## config.mk

```make
export PLATFORM = sky130hd
export DESIGN_NAME = alu
export DESIGN_NICKNAME = d
export VERILOG_FILES = /design/src/rtl/alu_pkg.sv /design/src/rtl/alu_add_sub_64.sv /design/src/rtl/alu.sv
export SDC_FILE = /design/constraint.sdc
export NUM_CORES = 1
export LEC_CHECK = 0
export ABC_AREA = 1
export BUFFER_PORTS_ARGS = -buffer_cell sky130_fd_sc_hd__buf_2
export CAP_MARGIN = 10
export CORE_MARGIN = 3
export CORE_UTILIZATION = 49
export CTS_BUF_LIST = sky130_fd_sc_hd__clkbuf_8
export DETAILED_ROUTE_END_ITERATION = 12
export GPL_TIMING_DRIVEN = 0
export PLACE_DENSITY = 0.84
export SLEW_MARGIN = 20
export SYNTH_ARGS = -nofsm -noshare
export SYNTH_HDL_FRONTEND = slang
export SYNTH_SLANG_ARGS = --single-unit
```

## constraint.sdc

```tcl
create_clock -name clk -period 1.7 [get_ports clk]
set_input_delay 0.17 -clock clk [delete_from_list [all_inputs] [get_ports clk]]
set_output_delay 0.17 -clock clk [all_outputs]
set_load 0.01 [all_outputs]
```

## src/rtl/alu_pkg.sv

```systemverilog
`default_nettype none
// ============================================================================
// Module      : alu_pkg
// Description : Shared definitions for the ALU slice. Holds the default
//               datapath width and the 2-bit operation-select encodings.
// Revision    : 1.0 - initial release
// ============================================================================
package alu_pkg;

    // Default operand/result width in bits
    localparam int DEFAULT_WIDTH = 64;

    // Operation-select encodings carried on the control input
    localparam logic [1:0] ALU_ADD = 2'b00;
    localparam logic [1:0] ALU_SUB = 2'b01;
    localparam logic [1:0] ALU_AND = 2'b10;
    localparam logic [1:0] ALU_XOR = 2'b11;

endpackage : alu_pkg
`default_nettype wire

```

## src/rtl/alu_add_sub_64.sv

```systemverilog
`default_nettype none
// ============================================================================
// Module      : add_sub_64
// Description : Ripple-carry adder/subtractor built from full-adder cells.
//               With sub=1 operand b is inverted and the carry-in is forced
//               to 1, giving a - b in two's complement through the same chain.
// Ports       : a, b      - operands (WIDTH bits)
//               sub       - 0: a + b, 1: a - b
//               sum       - result modulo 2^WIDTH
//               overflow  - signed overflow of the operation
// Revision    : 1.0 - initial release
// ============================================================================
module add_sub_64
    import alu_pkg::*;
#(
    parameter int WIDTH = DEFAULT_WIDTH
) (
    input  logic [WIDTH-1:0] a,
    input  logic [WIDTH-1:0] b,
    input  logic             sub,
    output logic [WIDTH-1:0] sum,
    output logic             overflow
);

    logic [WIDTH-1:0] w_b_eff;

    assign w_b_eff = b ^ {WIDTH{sub}};

    // Each cell keeps its own carry nets so the chain is expressed as a
    // cell-to-cell connection rather than a self-referencing vector.
    generate
        for (genvar i = 0; i < WIDTH; i++) begin : g_fa
            logic w_cin;
            logic w_cout;
            if (i == 0) begin : g_lsb
                assign w_cin = sub;
            end else begin : g_chain
                assign w_cin = g_fa[i-1].w_cout;
            end
            assign sum[i] = a[i] ^ w_b_eff[i] ^ w_cin;
            assign w_cout = (a[i] & w_b_eff[i]) | (w_cin & (a[i] ^ w_b_eff[i]));
        end
    endgenerate

    // Signed overflow: carry into the sign bit differs from carry out of it.
    // The unsigned carry-out itself is not exported.
    assign overflow = g_fa[WIDTH-1].w_cin ^ g_fa[WIDTH-1].w_cout;

endmodule : add_sub_64
`default_nettype wire

```

## src/rtl/alu.sv

```systemverilog
`default_nettype none
// ============================================================================
// Module      : alu
// Description : Registered 4-function ALU (ADD, SUB, AND, XOR) with a signed
//               overflow flag. One operation accepted per cycle; result is
//               visible after the rising edge that samples the inputs.
// Ports       : clk      - clock, rising-edge active
//               rst      - asynchronous active-high reset, clears out and c
//               control  - operation select (see alu_pkg)
//               a, b     - two's-complement operands
//               out      - registered result
//               c        - registered signed-overflow flag (0 for AND/XOR)
// Revision    : 1.0 - initial release
// ============================================================================
module alu
    import alu_pkg::*;
#(
    parameter int WIDTH = DEFAULT_WIDTH
) (
    input  logic             clk,
    input  logic             rst,
    input  logic [1:0]       control,
    input  logic [WIDTH-1:0] a,
    input  logic [WIDTH-1:0] b,
    output logic [WIDTH-1:0] out,
    output logic             c
);

    logic             w_sub;
    logic [WIDTH-1:0] w_sum;
    logic             w_ovf;
    logic [WIDTH-1:0] w_result;
    logic             w_flag;
    logic [WIDTH-1:0] r_out;
    logic             r_c;

    assign w_sub = (control == ALU_SUB);

    add_sub_64 #(
        .WIDTH    (WIDTH)
    ) u_add_sub (
        .a        (a),
        .b        (b),
        .sub      (w_sub),
        .sum      (w_sum),
        .overflow (w_ovf)
    );

    // Result and overflow selection; logical ops never flag overflow.
    always_comb begin
        w_result = w_sum;
        w_flag   = 1'b0;
        case (control)
            ALU_ADD: begin
                w_result = w_sum;
                w_flag   = w_ovf;
            end
            ALU_SUB: begin
                w_result = w_sum;
                w_flag   = w_ovf;
            end
            ALU_AND: w_result = a & b;
            ALU_XOR: w_result = a ^ b;
            default: begin
                w_result = w_sum;
                w_flag   = 1'b0;
            end
        endcase
    end

    always_ff @(posedge clk or posedge rst) begin
        if (rst) begin
            r_out <= '0;
            r_c   <= 1'b0;
        end else begin
            r_out <= w_result;
            r_c   <= w_flag;
        end
    end

    assign out = r_out;
    assign c   = r_c;

endmodule : alu
`default_nettype wire

```

Word level (Yosys, flattened, before mapping)
Index checks and enable logic that the tools add are counted.

Multiplexer cells: 2. Bitwise gates (word level): 324. Equality and inequality tests: 3. Reduce and logical (&&, ||, !) cells: 2.

Operators with widths (count): one-hot mux 64 bit (3 select lines) (1); XOR 1 bit (129); AND 1 bit (128); XOR 64 bit (2); AND 64 bit (1); OR 1 bit (64); == test 2 bit, second input constant (2); == test 2 x 1 -> 1 bit, second input constant (1); logical NOT 2 bit (1); OR reduction 2 bit (1); two-way mux 1 bit (1).

Logic and storage cells: 333. Bits of input ports: 132. Register bits after elaboration: 65. Output and inout bits: 65.

Depth between registers and ports, before layout
Depth in word-level cells: 133. Gate-level depth with buffers: 73. Depth with buffers taken out: 71.

Cells and area by module
From an unflattened synthesis, not the netlist that was laid out.

Cell total of the unflattened synthesis: 707. Area, all modules: 6423.7 µm².

Modules (own cells, without submodules): alu (sequential area each 1626.6 µm², times used 1, area each 3920.0 µm², cells an instance 426); add_sub_64 (sequential area each 0.0 µm², times used 1, area each 2503.7 µm², cells an instance 281).

Worst setup path after synthesis
OpenSTA, ideal clock, no wires.

Path type: input to register. From: input port control[1]. To: register r_out[63], in the netlist out[63]. Cell stages on the path: 72. Data required time: 1.576 ns. Buffers on the path: 2. Slack: -25.247 ns. Arrival time: 26.823 ns. Library setup time: 0.124 ns. Cells stage by stage: inv_2 > buf_2 > nand2_4 > buf_6 > nand2_1 > nand2_1 > fa_1 > fa_1 > fa_1 > fa_1 > fa_1 > fa_1 > fa_1 > fa_1 > fa_1 > fa_1 > fa_1 > fa_1 > [... 36 more ...] > fa_1 > fa_1 > fa_1 > fa_1 > fa_1 > fa_1 > fa_1 > fa_1 > fa_1 > fa_1 > fa_1 > fa_1 > inv_1 > fa_1 > fa_1 > fa_1 > nand2_1 > nand3_1.

Word-level cells in the longest chain between the ends: 131. Elaborated cells on any way between the ends: 261. Classes of those cells: 3 x eq/ne; 1 x mux; 255 x bitwise; 2 x reduce/logical.

RTL lines: start, declared (line alu.sv:22) `input logic [1:0] control,`; == test 2 x 1 -> 1 bit (line alu.sv:37, alu.sv:53); XOR 64 bit (line alu_add_sub_64.sv:27) `assign w_b_eff = b ^ {WIDTH{sub}};`; XOR 1 bit (line alu_add_sub_64.sv:41) `assign w_cout = (a[i] & w_b_eff[i]) | (w_cin & (a[i] ^ w_b_eff[i]));`; AND 1 bit (line alu_add_sub_64.sv:41); OR 1 bit (line alu_add_sub_64.sv:41); AND 1 bit (line alu_add_sub_64.sv:41); OR 1 bit (line alu_add_sub_64.sv:41); AND 1 bit (line alu_add_sub_64.sv:41); [... 116 more ...]; OR 1 bit (line alu_add_sub_64.sv:41); AND 1 bit (line alu_add_sub_64.sv:41); OR 1 bit (line alu_add_sub_64.sv:41); AND 1 bit (line alu_add_sub_64.sv:41); OR 1 bit (line alu_add_sub_64.sv:41); XOR 1 bit (line alu_add_sub_64.sv:40) `assign sum[i] = a[i] ^ w_b_eff[i] ^ w_cin;`; one-hot mux 64 bit (3 select lines) * (line alu.sv:53) `case (control)`; named net w_result[63] (line alu.sv:32) `logic [WIDTH-1:0] w_result;`; end signal, assigned (line alu.sv:76) `r_out <= w_result;`; end, declared (line alu.sv:34) `logic [WIDTH-1:0] r_out;`.

Mark *: on every way through the listed nets, which the timed path passes. The rest lies on a longest branch.

Worst setup path in the final report
Same ends and word-level chain as after synthesis.

==> metrics.cfg <==
[status]
status = finished with violations
violations = negative setup slack

[drt]
wl_per_cell_microns = 17.4
vias = 6962
viasPerCell = 5.41
initialDrtViolationCount = 653
wl_microns = 22300
dr.pass1.iters = 7
ant_nets = 0
drc_errors = 0

[critical_path]
critical_path.startpoint_type = input pin
required_ns = 1.94
cp_slowest_stage_delay_ns = 0.44
arrival_ns = 23.09
cpLargestDelayFamily = adder cells
critPathMaxFanout = 4
critPathMostFrequentCell = fa_2
path_class = input pin to register
cp.buffers_inverters = 5
cp-startpoint = control[1]
cp-endpoint = out[63]
crit_path_end_kind = register
crit_slowest_cell = fa_2
cp.depth = 73

[timing]
rsz0062_at_grt = yes
period_minus_slack_ns = 22.85
worst_pin_slew_ns = 0.580
setup_viol = 62
hold_viol_final = 0
setup-tns-final_ns = -677.44
fin_ws_ns = -21.15
slew_viol_final = 0
period_share_pct = 1340
fmax_mhz = 43.8
relSlewSlack_pct = 61.3

[placement]
place.gp.congestion = 0.864
dp_slack_ns = -21.64
io_buffer_count = 196
dp_hpwl_microns = 16700
dp_cells = 1259
placed_area_sq_um = 8180

[global_routing]
grt_overflow = 0
grt_pass1_vias = 6750
grt_pass1_wl_microns = 33800
track_usage_pct = 29.3
grt_antenna_before_repair = 4
grt_max_degree = 34

[finish]
fillers = 1181
nets = 1363
syn_to_final_growth_pct = 27.8
drive_above_1_share_pct = 37.8
post-route-cell-area_sq_um = 8620
final_cells = 1286

[floorplanning]
num_rows = 42
num_io_pins = 197
core-area_sq_um = 13300
die_height_microns = 123
die_area_sq_um = 15200
die-width_microns = 123
initial_core_util_pct = 50.6

[yosys]
synth.top_cells.by_area = dfrtp_1 24%, fa_1 19%, nand3_1 19%, ha_1 12%, nand2_1 11%
synth_top_area_cell = dfrtp_1
synth-main-ff-cell = dfrtp_1
synth_edf_count = 0
synth_nets = 1144
ys_ff_latch = 65
async_reset_ff_share_pct = 100
yosysWarnings = 0
synth.top_cell.area_share_pct = 24.1
synth.most_common_cell = nand3_1
synth_common_cells = 250 x nand3_1, 196 x nand2_1, 184 x inv_1
synthCells = 885
syn_area_per_cell_sq_um = 7.62
synthDistinctLibCells = 15
syn_area_sq_um = 6750
ys_seq_area_share_pct = 24.1

[power_and_ir_drop]
ir_worst_vdd_v = 0.000317
power_mw = 5.76
p_leak_nw = 5.04
p_per_area_nw_per_um2 = 668

[clock_tree]
cts_tree = done
clock_path_buffers = 2
cts-buffers-inserted = 9
h-tree-depth = 3
clkTransAtPathRegs_ns = 0.08
clockRootBuffer = clkbuf_8
cts_sinks = 65

[min_path]
hold_start = b[0]
hold_class = input pin to register

[flow_run]
maxCapViolCount = 0

## sequential cells by signal, summed over array words and instances, names as in the netlist
register	flops
c	1
out	64
## worst min-delay path: stages
cell and delay [ns]:
buf_2 0.09, ha_1 0.11, nand2_1 0.05, nand2_1 0.04
## layer usage
layer	up-vias	share of wire, %	track usage (%)
met4	2	3.2	11.0
met1	3305	39	36.7
li1	3191	-	-
met3	70	9.4	7.04
met2	394	48	49.2
met5	-	0.058	0
## timing repair
item / 4_1_cts / 5_1_grt
endpoints found under the setup margin: 63 / 62
pin swaps: 4 / 3
resized for setup: 17 / 76
buffers inserted: 7 / 2
hold buffers: 1 / 0
hold endpoints to repair: 65 / 0
## layout by cell type (no fill, tap or decap), types with 4 or more instances in the layout
master,netlist,final
nand3_1,250,232
nand3_2,0,18
ha_1,64,64
clkbuf_8,0,11
inv_1,184,143
buf_2,42,234
nand2_1,196,178
nand2_2,0,16
buf_8,0,4
buf_6,7,8
buf_4,5,12
fa_2,0,63
inv_2,1,43
dfrtp_1,65,65
## how the worst min path moves through the flow
stage	end	cells past startpoint	slack, ns
3_5_place_dp	out[49]	2	0.1
5_1_grt	out[0]	4	0.19
3_3_place_gp	out[0]	4	0.50
4_1_cts	out[0]	4	0.13
6_report	out[0]	4	0.13
2_1_floorplan	c	1	0.31
## cell type report
class,count,area (sq um),share of cell area (%)
repair buffers,208,1120,13.0
well taps,176,220,2.55
plain buffers,55,368,4.27
inverters,185,711,8.24
multi-input cells,580,4410,51.1
diodes,3,7.51,0.0871
clock inverters,3,11.3,0.131
clock buffers,11,151,1.76
flip-flops and latches,65,1630,18.9
## through the flow
stage / util (%) / hold WS, ns
5_1_grt: 64.6 / 0.185
3_5_place_dp: 61.3 / 0.0978
4_1_cts: 63.4 / 0.129
6_report: 64.6 / 0.129
3_3_place_gp: 61.0 / 0.503
2_1_floorplan: - / 0.308
## where the power goes
group / internal (mW) / total (mW) / switching (mW)
logic: 1.11 / 2.63 / 1.52
registers: 1.82 / 1.90 / 0.0835
clock network: 0.579 / 1.23 / 0.648
## cells by family (layout without fill, tap and decap cells)
logic type                 count (synthesis)  after routing  synth area share, %
buffers and inverters                    240            462                 15.2
other                                      0              3                    0
and+or+nand+nor                          453            453                 30.2
adders and majority gates                127            127                 30.6
DFF                                       65             65                 24.1
Power figures use the tool's default switching activity.
